### src/rtl/uart_pkg.sv
`default_nettype none
// ============================================================================
// Module      : uart_pkg
// Description : Shared UART definitions: FSM encoding, config addresses,
//               baud-select codes and the baud_sel -> DIV mapping.
// Revision    : 1.0 - initial release
// ============================================================================
package uart_pkg;

    typedef logic [2:0] state_t;

    localparam state_t c_st_idle   = 3'd0;
    localparam state_t c_st_start  = 3'd1;
    localparam state_t c_st_data   = 3'd2;
    localparam state_t c_st_parity = 3'd3;
    localparam state_t c_st_stop   = 3'd4;

    localparam logic [3:0] c_cfg_addr_baud  = 4'h2;
    localparam logic [3:0] c_cfg_addr_frame = 4'h3;

    localparam logic [2:0] c_baud_9600   = 3'd0;
    localparam logic [2:0] c_baud_19200  = 3'd1;
    localparam logic [2:0] c_baud_38400  = 3'd2;
    localparam logic [2:0] c_baud_57600  = 3'd3;
    localparam logic [2:0] c_baud_115200 = 3'd4;

    localparam logic [1:0] c_par_even = 2'b01;
    localparam logic [1:0] c_par_odd  = 2'b10;

    // Divisors are constant per code, so this folds to a small lookup.
    function automatic logic [15:0] baud_div(input logic [2:0] sel, input int unsigned clk_hz);
        logic [31:0] v_div;
        case (sel)
            c_baud_9600:  v_div = clk_hz / 32'd9600;
            c_baud_19200: v_div = clk_hz / 32'd19200;
            c_baud_38400: v_div = clk_hz / 32'd38400;
            c_baud_57600: v_div = clk_hz / 32'd57600;
            default:      v_div = clk_hz / 32'd115200;
        endcase
        return v_div[15:0];
    endfunction

endpackage
`default_nettype wire

### src/rtl/uart_tx_if.sv
`default_nettype none
// ============================================================================
// Module      : uart_tx_if
// Description : Config bus, byte handshake and serial/status lines of uart_tx.
// Revision    : 1.0 - initial release
// ============================================================================
interface uart_tx_if;

    logic       c_valid;
    logic [3:0] c_addr;
    logic [7:0] c_data;
    logic       c_ready;
    logic [7:0] data;
    logic       valid;
    logic       ready;
    logic       out;
    logic       busy;
    logic       done;

    modport slave (
        input  c_valid, c_addr, c_data, data, valid,
        output c_ready, ready, out, busy, done
    );

    modport master (
        output c_valid, c_addr, c_data, data, valid,
        input  c_ready, ready, out, busy, done
    );

endinterface
`default_nettype wire

### src/rtl/uart_baud_tick.sv
`default_nettype none
// ============================================================================
// Module      : uart_baud_tick
// Description : Restartable 16-bit counter, one-cycle tick every i_div cycles.
// Revision    : 1.0 - initial release
// ============================================================================
module uart_baud_tick (
    input  wire        clk,
    input  wire        rst_n,
    input  wire        i_restart,
    input  wire [15:0] i_div,
    output logic       o_tick
);

    logic [15:0] r_cnt;
    logic        w_last;

    assign w_last = (r_cnt == (i_div - 16'd1));
    assign o_tick = w_last;

    always_ff @(posedge clk) begin
        if (!rst_n) begin
            r_cnt <= '0;
        end else if (i_restart || w_last) begin
            r_cnt <= '0;
        end else begin
            r_cnt <= r_cnt + 16'd1;
        end
    end

endmodule
`default_nettype wire

### src/rtl/uart_tx.sv
`default_nettype none
// ============================================================================
// Module      : uart_tx
// Description : UART transmitter, 8 data bits LSB-first, 1/2 stop bits.
//               Parity support is built only with UART_TX_PARITY_EN defined.
// Revision    : 1.0 - initial release
// ============================================================================
module uart_tx
    import uart_pkg::*;
#(
    parameter int unsigned CLK_FREQ_HZ = 50_000_000
) (
    input wire        clk,
    input wire        rst_n,
    uart_tx_if.slave  bus
);

    state_t      r_state;
    state_t      w_state_next;
    logic [2:0]  r_bit_cnt;
    logic [2:0]  w_bit_cnt_next;
    logic        r_out;
    logic        w_out_next;
    logic        r_done;
    logic        w_done_next;
    logic [7:0]  r_data;
    logic [15:0] r_div;
    logic        r_stop2_lat;
    logic [2:0]  r_baud_sel;
    logic        r_stop2;
    logic        w_idle;
    logic        w_accept;
    logic        w_cfg_we;
    logic        w_tick;
    logic        w_restart;
    logic        w_unused_cfg;

`ifdef UART_TX_PARITY_EN
    logic [1:0]  r_parity;
    logic [1:0]  r_par_lat;
    logic        w_par_on;
    logic        w_par_bit;

    assign w_par_on  = (r_par_lat == c_par_even) || (r_par_lat == c_par_odd);
    assign w_par_bit = (r_par_lat == c_par_odd) ? ~^r_data : ^r_data;
`endif

    assign w_idle       = (r_state == c_st_idle);
    assign w_accept     = w_idle && bus.valid;
    assign w_cfg_we     = w_idle && bus.c_valid;
    assign w_unused_cfg = ^bus.c_data[7:3];

    assign bus.ready   = w_idle;
    assign bus.c_ready = w_idle;
    assign bus.busy    = !w_idle;
    assign bus.out     = r_out;
    assign bus.done    = r_done;

    // Counter held at zero while idle; every state change coincides with a wrap.
    assign w_restart = w_idle || (w_state_next != r_state);

    uart_baud_tick u_baud_tick (
        .clk       (clk),
        .rst_n     (rst_n),
        .i_restart (w_restart),
        .i_div     (r_div),
        .o_tick    (w_tick)
    );

    always_ff @(posedge clk) begin
        if (!rst_n) begin
            r_baud_sel <= c_baud_115200;
            r_stop2    <= 1'b0;
`ifdef UART_TX_PARITY_EN
            r_parity   <= 2'b00;
`endif
        end else if (w_cfg_we) begin
            if ((bus.c_addr == c_cfg_addr_baud) && (bus.c_data[2:0] <= c_baud_115200)) begin
                r_baud_sel <= bus.c_data[2:0];
            end
            if (bus.c_addr == c_cfg_addr_frame) begin
                r_stop2  <= bus.c_data[2];
`ifdef UART_TX_PARITY_EN
                r_parity <= bus.c_data[1:0];
`endif
            end
        end
    end

    // Frame settings are frozen at acceptance so config writes apply to the next frame.
    always_ff @(posedge clk) begin
        if (!rst_n) begin
            r_data      <= 8'h00;
            r_div       <= 16'd1;
            r_stop2_lat <= 1'b0;
`ifdef UART_TX_PARITY_EN
            r_par_lat   <= 2'b00;
`endif
        end else if (w_accept) begin
            r_data      <= bus.data;
            r_div       <= baud_div(r_baud_sel, CLK_FREQ_HZ);
            r_stop2_lat <= r_stop2;
`ifdef UART_TX_PARITY_EN
            r_par_lat   <= r_parity;
`endif
        end
    end

    always_ff @(posedge clk) begin
        if (!rst_n) begin
            r_state   <= c_st_idle;
            r_bit_cnt <= 3'd0;
            r_out     <= 1'b1;
            r_done    <= 1'b0;
        end else begin
            r_state   <= w_state_next;
            r_bit_cnt <= w_bit_cnt_next;
            r_out     <= w_out_next;
            r_done    <= w_done_next;
        end
    end

    always_comb begin
        w_state_next   = r_state;
        w_bit_cnt_next = r_bit_cnt;
        w_done_next    = 1'b0;
        w_out_next     = 1'b1;
        case (r_state)
            c_st_idle: begin
                w_bit_cnt_next = 3'd0;
                if (bus.valid) begin
                    w_state_next = c_st_start;
                end
            end
            c_st_start: begin
                if (w_tick) begin
                    w_state_next = c_st_data;
                end
            end
            c_st_data: begin
                if (w_tick) begin
                    w_bit_cnt_next = r_bit_cnt + 3'd1;
                    if (r_bit_cnt == 3'd7) begin
`ifdef UART_TX_PARITY_EN
                        w_state_next = w_par_on ? c_st_parity : c_st_stop;
`else
                        w_state_next = c_st_stop;
`endif
                    end
                end
            end
`ifdef UART_TX_PARITY_EN
            c_st_parity: begin
                if (w_tick) begin
                    w_state_next = c_st_stop;
                end
            end
`endif
            c_st_stop: begin
                // Bit counter wrapped to 0 after data; reused to count the second stop bit.
                if (w_tick) begin
                    if (r_stop2_lat && (r_bit_cnt == 3'd0)) begin
                        w_bit_cnt_next = 3'd1;
                    end else begin
                        w_state_next = c_st_idle;
                        w_done_next  = 1'b1;
                    end
                end
            end
            default: begin
                w_state_next = c_st_idle;
            end
        endcase

        case (w_state_next)
            c_st_start:  w_out_next = 1'b0;
            c_st_data:   w_out_next = r_data[w_bit_cnt_next];
`ifdef UART_TX_PARITY_EN
            c_st_parity: w_out_next = w_par_bit;
`endif
            default:     w_out_next = 1'b1;
        endcase
    end

endmodule
`default_nettype wire
### src/flat_wrapper.sv
// flat-port wrapper written by rule: the top's interface ports become plain ports
module uart_tx_flat import uart_pkg::*;
#(
    parameter int unsigned CLK_FREQ_HZ = 50_000_000
)
  (clk, rst_n, bus_c_valid, bus_c_addr, bus_c_data, bus_data, bus_valid, bus_c_ready, bus_ready, bus_out, bus_busy, bus_done);
  uart_tx_if bus_i ();
  input wire clk;
  input wire rst_n;
  input wire logic [$bits(bus_i.c_valid)-1:0] bus_c_valid;
  input wire logic [$bits(bus_i.c_addr)-1:0] bus_c_addr;
  input wire logic [$bits(bus_i.c_data)-1:0] bus_c_data;
  input wire logic [$bits(bus_i.data)-1:0] bus_data;
  input wire logic [$bits(bus_i.valid)-1:0] bus_valid;
  output wire logic [$bits(bus_i.c_ready)-1:0] bus_c_ready;
  output wire logic [$bits(bus_i.ready)-1:0] bus_ready;
  output wire logic [$bits(bus_i.out)-1:0] bus_out;
  output wire logic [$bits(bus_i.busy)-1:0] bus_busy;
  output wire logic [$bits(bus_i.done)-1:0] bus_done;
  assign bus_i.c_valid = bus_c_valid;
  assign bus_i.c_addr = bus_c_addr;
  assign bus_i.c_data = bus_c_data;
  assign bus_i.data = bus_data;
  assign bus_i.valid = bus_valid;
  assign bus_c_ready = bus_i.c_ready;
  assign bus_ready = bus_i.ready;
  assign bus_out = bus_i.out;
  assign bus_busy = bus_i.busy;
  assign bus_done = bus_i.done;
  uart_tx #(.CLK_FREQ_HZ(CLK_FREQ_HZ)) u_core (.clk(clk), .rst_n(rst_n), .bus(bus_i));
endmodule
### config.mk
export PLATFORM = sky130hd
export DESIGN_NAME = uart_tx_flat
export DESIGN_NICKNAME = d
export VERILOG_FILES = /design/src/rtl/uart_pkg.sv /design/src/rtl/uart_tx_if.sv /design/src/rtl/uart_baud_tick.sv /design/src/rtl/uart_tx.sv /design/src/flat_wrapper.sv
export SDC_FILE = /design/constraint.sdc
export NUM_CORES = 1
export LEC_CHECK = 0
export BUFFER_PORTS_ARGS = -buffer_cell sky130_fd_sc_hd__buf_2
export CAP_MARGIN = 0
export CORE_MARGIN = 2
export CORE_UTILIZATION = 26
export CTS_BUF_LIST = sky130_fd_sc_hd__clkbuf_4 sky130_fd_sc_hd__clkbuf_8
export DETAILED_ROUTE_END_ITERATION = 6
export PLACE_DENSITY_LB_ADDON = 0.08
export SYNTH_ARGS = -nofsm -noshare
export SYNTH_HDL_FRONTEND = slang
export SYNTH_HIERARCHICAL = 1
export SYNTH_SLANG_ARGS = --single-unit
### constraint.sdc
create_clock -name clk -period 4.8 [get_ports clk]
set_clock_uncertainty 0.05 [all_clocks]
set_input_delay 0 -clock clk [delete_from_list [all_inputs] [get_ports clk]]
set_output_delay 0 -clock clk [all_outputs]
set_load 0.01 [all_outputs]
==> impl_metrics.csv, run 1 <==
group,metric,value,unit
sta,fin_setup_tns,0,ns
floorplan,chipWidth,109.1,um
final_layout,fin_area,0.003348,mm^2
final_layout,fill_cells,1147,
setup_path,crit_path_end_kind,"register",
final_layout,final_cell_mix,"54 x nand2_1, 50 x dfxtp_1, 30 x nor2_1",
final_layout,syn2layout_area_growth,16.55,%
floorplan,die_h,109.1,um
detailed_routing,vias,2336,
run,drv_cap,0,
cts,clk_pin_slew_worst_paths,0.10,ns
placement,dp_hpwl,4.789,mm
logic_synthesis,yosysWarnings,6,
cts,htreeDepth,2,
cts,cts_setup_buffers,0,
logic_synthesis,synth-edff-count,0,
detailed_routing,first_iter_violations,100,
pwr,vdd_drop_max,0.1186,mV
detailed_routing,viasPerCell,4.492,
sta,finalHoldViolations,0,
cts,cts_buffer_depth,2,
pwr,leakagePower,1.281,nW
cts,cts_hold_buffers,13,
sta,fin_ws,0.9011,ns
logic_synthesis,synthDistinctLibCells,51,
sta,min_period,3.899,ns
sta,finalSetupViolCount,0,
setup_path,r2r_slack,0.90,ns
sta,fmax,0.2565,GHz
setup_path,cp-start-kind,"register",
grt,grt_use_total,0.1213,
final_layout,post-route-util,0.3102,
final_layout,regArea,0.001001,mm^2
logic_synthesis,synth_area_leader_cell,"dfxtp_1",
floorplan,placementRows,38,
grt,grt_max_degree,35,
detailed_routing,ant_nets,0,
logic_synthesis,synth_area_leaders,"dfxtp_1 35%, nand2_1 7.1%, xnor2_1 7.0%, nor2_1 3.9%, nor2b_1 3.9%",
placement,gp_congestion,0.6877,
detailed_routing,first_pass_iters,3,
detailed_routing,routed_wl,6.556,mm
logic_synthesis,syn_area,0.002873,mm^2
cts,insertion_delay,0.30,ns
detailed_routing,drc,0,
setup_path,critical_path_class,"register to register",
grt,overflow,0,
detailed_routing,routedWlPerCell,12.61,um
final_layout,final_common_cell,"nand2_1",
sta,tightest_slew,0.7923,ns
cts,ctsResizeCount,0,
logic_synthesis,synth_flop_cell,"dfxtp_1",
final_layout,stdcell_count,520,
sta,slew-limit-headroom,0.4705,
worst_hold_path,min_path_type,"input port to register",
grt,grt_pass1_vias,2350,
sta,fin_crit_sh,0.8123,
floorplan,die_area,0.01191,mm^2
cts,clock-sinks,50,
setup_path,crit_required,4.96,ns
cts,cts_tree,"yes",
logic_synthesis,syn_area_per_cell,8.279,um^2
final_layout,antenna_cells,0,
logic_synthesis,async_flop_share,0,
final_layout,finalNetCount,409,
logic_synthesis,yosysSeqAreaShare,0.3484,
sta,slew_violations,0,
floorplan,core,0.01079,mm^2
outcome,status,"finished clean",
logic_synthesis,synth_cells,347,
sta,rsz0062_at_grt,"false",
grt,antenna_found_initial,0,
final_layout,multi_input_area,0.001765,mm^2
cts,cts-buffers-inserted,5,
floorplan,io-pin-count,29,
placement,port_buffers,23,
final_layout,drive_gt1_frac,0.1105,
pwr,power_density,256.2,mW/mm^2
logic_synthesis,yosys_register_bits,50,
logic_synthesis,synth_top_area_share,0.3484,
grt,grt_pass1_wl,11.38,mm
cts,root_buffer,"clkbuf_8",
setup_path,arrival,4.06,ns
setup_path,worstPathMaxFanout,22,
placement,placed_cells,500,
placement,placed_cell_area,0.003105,mm^2
floorplan,start_util,0.2662,
placement,place_ws,0.7875,ns
==> cell usage after synthesis, types with 6 or more instances <==
| master | instances |
|---|---|
| nor2_1 | 30 |
| nand4_1 | 7 |
| dfxtp_1 | 50 |
| nor4_1 | 6 |
| a21boi_0 | 12 |
| nor3_1 | 8 |
| nand3_1 | 14 |
| nor2b_1 | 18 |
| a21oi_1 | 11 |
| nand3b_1 | 7 |
| xor2_1 | 12 |
| inv_1 | 9 |
| o21ai_0 | 10 |
| nand2_1 | 54 |
| clkbuf_1 | 10 |
| xnor2_1 | 23 |
| mux2i_1 | 9 |
==> registers in the layout, summed over array words and instances, names as in the netlist <==
register                  flops
u_core/bus.done               1
u_core/r_baud_sel             3
u_core/r_state                3
u_core/r_data                 8
u_core/r_stop2_lat            1
u_core/r_stop2                1
u_core/r_div                 13
u_core/u_baud_tick/r_cnt     16
u_core/r_bit_cnt              3
u_core/bus.out                1
==> final timing paths <==
| check | end | start | cells past startpoint |
|---|---|---|---|
| setup reg to reg | u_core/bus.out | u_core/r_div[0] | 14 |
| setup / recovery | u_core/bus.out | u_core/r_div[0] | 14 |
| hold / removal | u_core/r_stop2 | bus_c_addr[3] | 5 |
| hold reg to reg | u_core/r_data[3] | u_core/r_data[3] | 2 |
==> logic make-up (layout without fill, tap and decap cells) <==
group / after synthesis / after routing / synth area share
other: 1 / 7 / 0.001305
buffers and inverters: 27 / 54 / 0.04486
AND/OR/NAND/NOR: 172 / 172 / 0.3201
adder cells (fa/ha/maj): 5 / 5 / 0.02178
AO/OA/AOI/OAI: 48 / 48 / 0.1254
flip-flops: 50 / 50 / 0.3484
multiplexers: 9 / 9 / 0.03136
XOR/XNOR: 35 / 35 / 0.1067
==> metal layers <==
layer | track usage | share of wire | vias up
met3 | 0.02152 | 0.020 | 4
met2 | 0.2041 | 0.46 | 25
li1 | - | - | 1247
met4 | 0.02473 | 0.0078 | 0
met1 | 0.1621 | 0.51 | 1060
met5 | 0 | 0 | -
==> final cells by class <==
class	count	area share
Inverter	9	0.01009
Clock inverter	1	0.008969
Sequential cell	50	0.2990
Multi-Input combinational cell	276	0.5273
Timing Repair Buffer	38	0.07773
Tap cell	140	0.05232
Clock buffer	6	0.02466
==> power by group <==
part	switching, mW	total (mW)	internal, mW
clock network	0.145	0.312	0.167
registers	0.0131	0.439	0.426
logic	0.0578	0.107	0.0489
==> per-stage QoR <==
step / hold WS, ns / power [mW]
floorplan: 0.07511 / 0.5213
global placement: 0.1956 / 0.5496
finish: 0.05429 / 0.8578
global route: 0.06430 / 0.9038
CTS: 0.04829 / 0.8720
detailed placement: 0.1981 / 0.5502
==> worst max-delay path, cell delays in order, from the launching register on <==
cell       delay (ns)
dfxtp_1          0.36
inv_1            0.07
ha_1             0.15
nor2b_1          0.42
nand4b_1         0.19
xnor2_1          0.15
or3_1            0.38
a2111oi_4        0.59
buf_4            0.37
nor4b_1          0.24
o21ai_0          0.12
o211ai_1         0.24
nand3b_1         0.17
o221ai_1         0.11
a31o_1           0.19
No activity file was read; power rests on OpenSTA's default activity.
==> run 2: changes to the inputs <==
Clock period 4.8 ns to 3.7 ns, I/O delays scaled along.
==> impl_metrics.csv, run 2 (same netlist as run 1, synthesis figures left out) <==
group,metric,value,unit
sta,fin_setup_tns,0,ns
final_layout,post-route-util,0.3202,
setup_path,worstPathMaxFanout,5,
setup_path,crit_required,3.86,ns
cts,cts_tree,"yes",
floorplan,chipWidth,109.1,um
placement,gp_congestion,0.6870,
worst_hold_path,min_path_type,"input port to register",
setup_path,arrival,3.60,ns
cts,clk_pin_slew_worst_paths,0.10,ns
final_layout,largest_reg_flops,16,
floorplan,io-pin-count,29,
cts,cts_buffer_depth,2,
grt,grt_pass1_wl,11.60,mm
grt,grt_max_degree,35,
detailed_routing,first_pass_iters,4,
sta,finalHoldViolations,0,
cts,cts-buffers-inserted,5,
detailed_routing,vias,2413,
placement,port_buffers,23,
placement,dp_hpwl,4.898,mm
final_layout,final_common_cell,"nand2_1",
sta,fmax,0.2907,GHz
sta,finalSetupViolCount,0,
setup_path,critical_path_class,"register to register",
final_layout,final_cell_mix,"54 x nand2_1, 50 x dfxtp_1, 30 x nor2_1",
grt,antenna_found_initial,0,
final_layout,top_regs,"u_core/u_baud_tick/r_cnt x16, u_core/r_div x13, u_core/r_data x8",
final_layout,drive_gt1_frac,0.1381,
sta,fin_crit_sh,0.9297,
sta,slew_violations,0,
final_layout,regMostFlops,"u_core/u_baud_tick/r_cnt",
pwr,vdd_drop_max,0.1850,mV
grt,overflow,0,
sta,tightest_slew,0.8557,ns
cts,htreeDepth,2,
setup_path,cp-start-kind,"register",
sta,rsz0062_at_grt,"false",
detailed_routing,ant_nets,0,
floorplan,die_h,109.1,um
floorplan,placementRows,38,
final_layout,antenna_cells,0,
final_layout,syn2layout_area_growth,20.30,%
sta,min_period,3.440,ns
setup_path,crit_path_end_kind,"register",
detailed_routing,drc,0,
cts,insertion_delay,0.30,ns
placement,placed_cell_area,0.003166,mm^2
detailed_routing,first_iter_violations,91,
pwr,power_density,347.8,mW/mm^2
floorplan,core,0.01079,mm^2
sta,slew-limit-headroom,0.4282,
final_layout,finalNetCount,419,
detailed_routing,viasPerCell,4.544,
run,drv_cap,0,
cts,root_buffer,"clkbuf_8",
detailed_routing,routedWlPerCell,12.63,um
floorplan,start_util,0.2662,
detailed_routing,routed_wl,6.706,mm
pwr,leakagePower,1.348,nW
floorplan,die_area,0.01191,mm^2
grt,grt_pass1_vias,2311,
final_layout,fin_area,0.003456,mm^2
outcome,status,"finished clean",
cts,clock-sinks,50,
grt,grt_use_total,0.1226,
==> run 2: metrics by stage <==
stage / hold WS (ns) / cells / setup slack (ns) / power (mW)
5_1_grt: 0.06515 / 531 / 0.01546 / 1.262
2_1_floorplan: 0.07511 / 353 / 0.1241 / 0.6763
3_5_place_dp: 0.1987 / 508 / 0.1233 / 0.7216
6_report: 0.05208 / 531 / 0.2599 / 1.202
4_1_cts: 0.04302 / 529 / 0.1050 / 1.221
3_3_place_gp: 0.1944 / 508 / 0.1645 / 0.7207
==> run 2: power by group <==
part	internal (mW)	switching [mW]	leakage (nW)
Clock	0.289	0.195	0.0714
Sequential	0.553	0.0162	0.406
Combinational	0.0715	0.0779	0.870
==> run 2: final timing paths <==
path                         start                to  slack (ns)  cells past startpoint
hold reg to reg   u_core/r_data[5]  u_core/r_data[5]        0.42                      2
setup / recovery   u_core/r_div[1]    u_core/bus.out        0.26                     13
hold / removal       bus_c_addr[3]    u_core/r_stop2        0.05                      5
setup reg to reg   u_core/r_div[1]    u_core/bus.out        0.26                     13
==> run 2: critical path: stages, from the launching register on <==
cell       delay (ns)
dfxtp_1          0.37
inv_1            0.05
ha_1             0.18
nor2b_2          0.18
buf_4            0.15
o31a_1           0.26
o21ai_0          0.10
nand3_1          0.16
a2111oi_4        0.46
or3b_4           0.45
a32oi_4          0.35
mux2i_1          0.24
o221ai_1         0.14
a31o_1           0.20
==> run 2: timing repair <==
action / CTS / global route
hold endpoints to repair: 12 / 0
hold buffers: 13 / 0
gates resized for setup: 0 / 1
setup buffers: 0 / 2
endpoints found under the setup margin: 0 / 1
==> run 2: routing by layer <==
layer	wire length, um	GRT usage
met3	132	0.02152
met1	3371	0.1656
met2	3144	0.2045
met4	57	0.02473
met5	0	0
==> run 2: final cells by class <==
cell class | count | area, um^2
Tap cell | 140 | 175.2
Inverter | 9 | 33.78
Clock inverter | 2 | 60.06
Clock buffer | 6 | 82.58
Multi-Input combinational cell | 276 | 1768
Timing Repair Buffer | 48 | 335.3
Sequential cell | 50 | 1001
Fill cell | 1154 | 7337
==> run 3: changes to the inputs <==
Settings changed: SETUP_SLACK_MARGIN set to 0.3.
Clock period 3.7 ns to 3.8 ns, I/O delays scaled along.
==> impl_metrics.csv, run 3 (same netlist as run 1, synthesis figures left out) <==
group,metric,value,unit
floorplan,io-pin-count,29,
run,drv_cap,0,
final_layout,fin_area,0.003410,mm^2
setup_path,crit_slowest_cell,"a2111oi_4",
floorplan,placementRows,38,
sta,rsz0062_at_grt,"false",
cts,clock-sinks,50,
final_layout,antenna_cells,0,
floorplan,die_area,0.01191,mm^2
pwr,leakagePower,1.298,nW
setup_path,cp_num_buf_inv,1,
detailed_routing,routedWlPerCell,12.51,um
pwr,vdd_drop_max,0.1617,mV
sta,tightest_slew,0.8085,ns
grt,grt_max_degree,35,
final_layout,final_cell_mix,"54 x nand2_1, 46 x dfxtp_1, 30 x nor2_1",
sta,fmax,0.2998,GHz
cts,cts_tree,"yes",
final_layout,syn2layout_area_growth,18.68,%
detailed_routing,routed_wl,6.566,mm
sta,slew-limit-headroom,0.4597,
floorplan,start_util,0.2662,
final_layout,regArea,0.001011,mm^2
detailed_routing,drc,0,
detailed_routing,viasPerCell,4.478,
detailed_routing,ant_nets,0,
setup_path,arrival,3.50,ns
grt,antenna_found_initial,0,
sta,finalSetupViolCount,0,
setup_path,crit_required,3.96,ns
cts,cts_buffer_depth,2,
setup_path,critical_path_class,"register to register",
setup_path,worstPathMaxFanout,7,
setup_path,slowest_delay,0.47,ns
sta,fin_setup_tns,0,ns
placement,port_buffers,23,
placement,dp_hpwl,4.758,mm
worst_hold_path,min_path_type,"input port to register",
floorplan,die_h,109.1,um
cts,clk_pin_slew_worst_paths,0.11,ns
grt,grt_pass1_wl,11.17,mm
final_layout,drive_gt1_frac,0.1506,
final_layout,finalNetCount,413,
placement,gp_congestion,0.7332,
sta,slew_violations,0,
grt,grt_use_total,0.1191,
cts,insertion_delay,0.31,ns
outcome,status,"finished clean",
floorplan,chipWidth,109.1,um
detailed_routing,vias,2351,
cts,cts-buffers-inserted,5,
final_layout,regMostFlops,"u_core/u_baud_tick/r_cnt",
final_layout,largest_reg_flops,16,
setup_path,cp_cell_sequence,"inv_1, ha_2, nor2b_4, and4b_2, and3b_1, o31ai_2, a2111oi_4, or3b_4, a32oi_4, mux2i_1, o221ai_1, a31o_1",
placement,placed_cell_area,0.003123,mm^2
final_layout,fill_cells,1159,
grt,grt_pass1_vias,2254,
sta,fin_crit_sh,0.8777,
final_layout,final_common_cell,"nand2_1",
setup_path,critPathTopFamily,"compound AO/OA/AOI/OAI gates",
pwr,power_density,307.1,mW/mm^2
sta,min_period,3.335,ns
cts,root_buffer,"clkbuf_8",
setup_path,r2r_slack,0.46,ns
final_layout,top_regs,"u_core/u_baud_tick/r_cnt x16, u_core/r_div x13, u_core/r_data x8",
cts,htreeDepth,2,
sta,finalHoldViolations,0,
floorplan,core,0.01079,mm^2
pwr,power.total,1.047,mW
detailed_routing,first_pass_iters,4,
placement,place_ws,0.2923,ns
sta,fin_ws,0.4646,ns
setup_path,crit_path_end_kind,"register",
grt,overflow,0,
detailed_routing,first_iter_violations,86,
final_layout,multi_input_area,0.001800,mm^2
setup_path,cp-start-kind,"register",
run 3: cell count changes in the layout (fill, tap and decap cells not counted), sizes merged:
cell,change
bufinv,-2
buf,-6
clkinvlp,+1
inv,+1
run 3: final timing paths:
kind,startpoint,cells past startpoint,end
max,u_core/r_div[0],12,u_core/bus.out
min,bus_c_addr[3],5,u_core/r_stop2
max reg2reg,u_core/r_div[0],12,u_core/bus.out
min reg2reg,u_core/r_data[3],2,u_core/r_data[3]
run 3: stage by stage:
step	instances	utilization	hold WS [ns]
floorplan	353	-	0.07511
global placement	502	0.2894	0.2010
detailed placement	502	0.2894	0.2017
CTS	524	0.3113	0.03751
global route	525	0.3159	0.08562
finish	525	0.3159	0.04710
run 3: area by class of cell:
cell class / instances / area share
clock buffers: 6 / 0.02422
clock inverters: 2 / 0.004771
inverters: 9 / 0.009908
multi-input cells: 276 / 0.5281
flip-flops and latches: 50 / 0.2965
well taps: 140 / 0.05138
repair buffers: 42 / 0.08514
run 3: power breakdown:
group          total, mW  switching, mW  internal [mW]
clock              0.346          0.195          0.150
combinational      0.145         0.0747         0.0706
sequential         0.556         0.0177          0.538
run 3: worst reg2reg max path: stages (launching register included):
cell	delay (ns)
dfxtp_4	0.38
inv_1	0.06
ha_2	0.16
nor2b_4	0.22
and4b_2	0.31
and3b_1	0.18
o31ai_2	0.08
a2111oi_4	0.47
or3b_4	0.45
a32oi_4	0.33
mux2i_1	0.23
o221ai_1	0.12
a31o_1	0.19
run 3: repair_timing:
action | in CTS | in global routing
gates resized for setup | 0 | 14
hold buffers | 13 | 0
endpoints found under the hold margin | 12 | 0
pin swaps | 1 | 9
buffers inserted | 1 | 1
endpoints found under the setup margin | 1 | 1
run 3: layer usage:
metal,GRT usage,wire [um],vias up
li1,-,-,1254
met5,0,0,-
met3,0.01973,194,4
met1,0.1623,3303,1057
met4,0.03022,38,0
met2,0.1948,3029,36
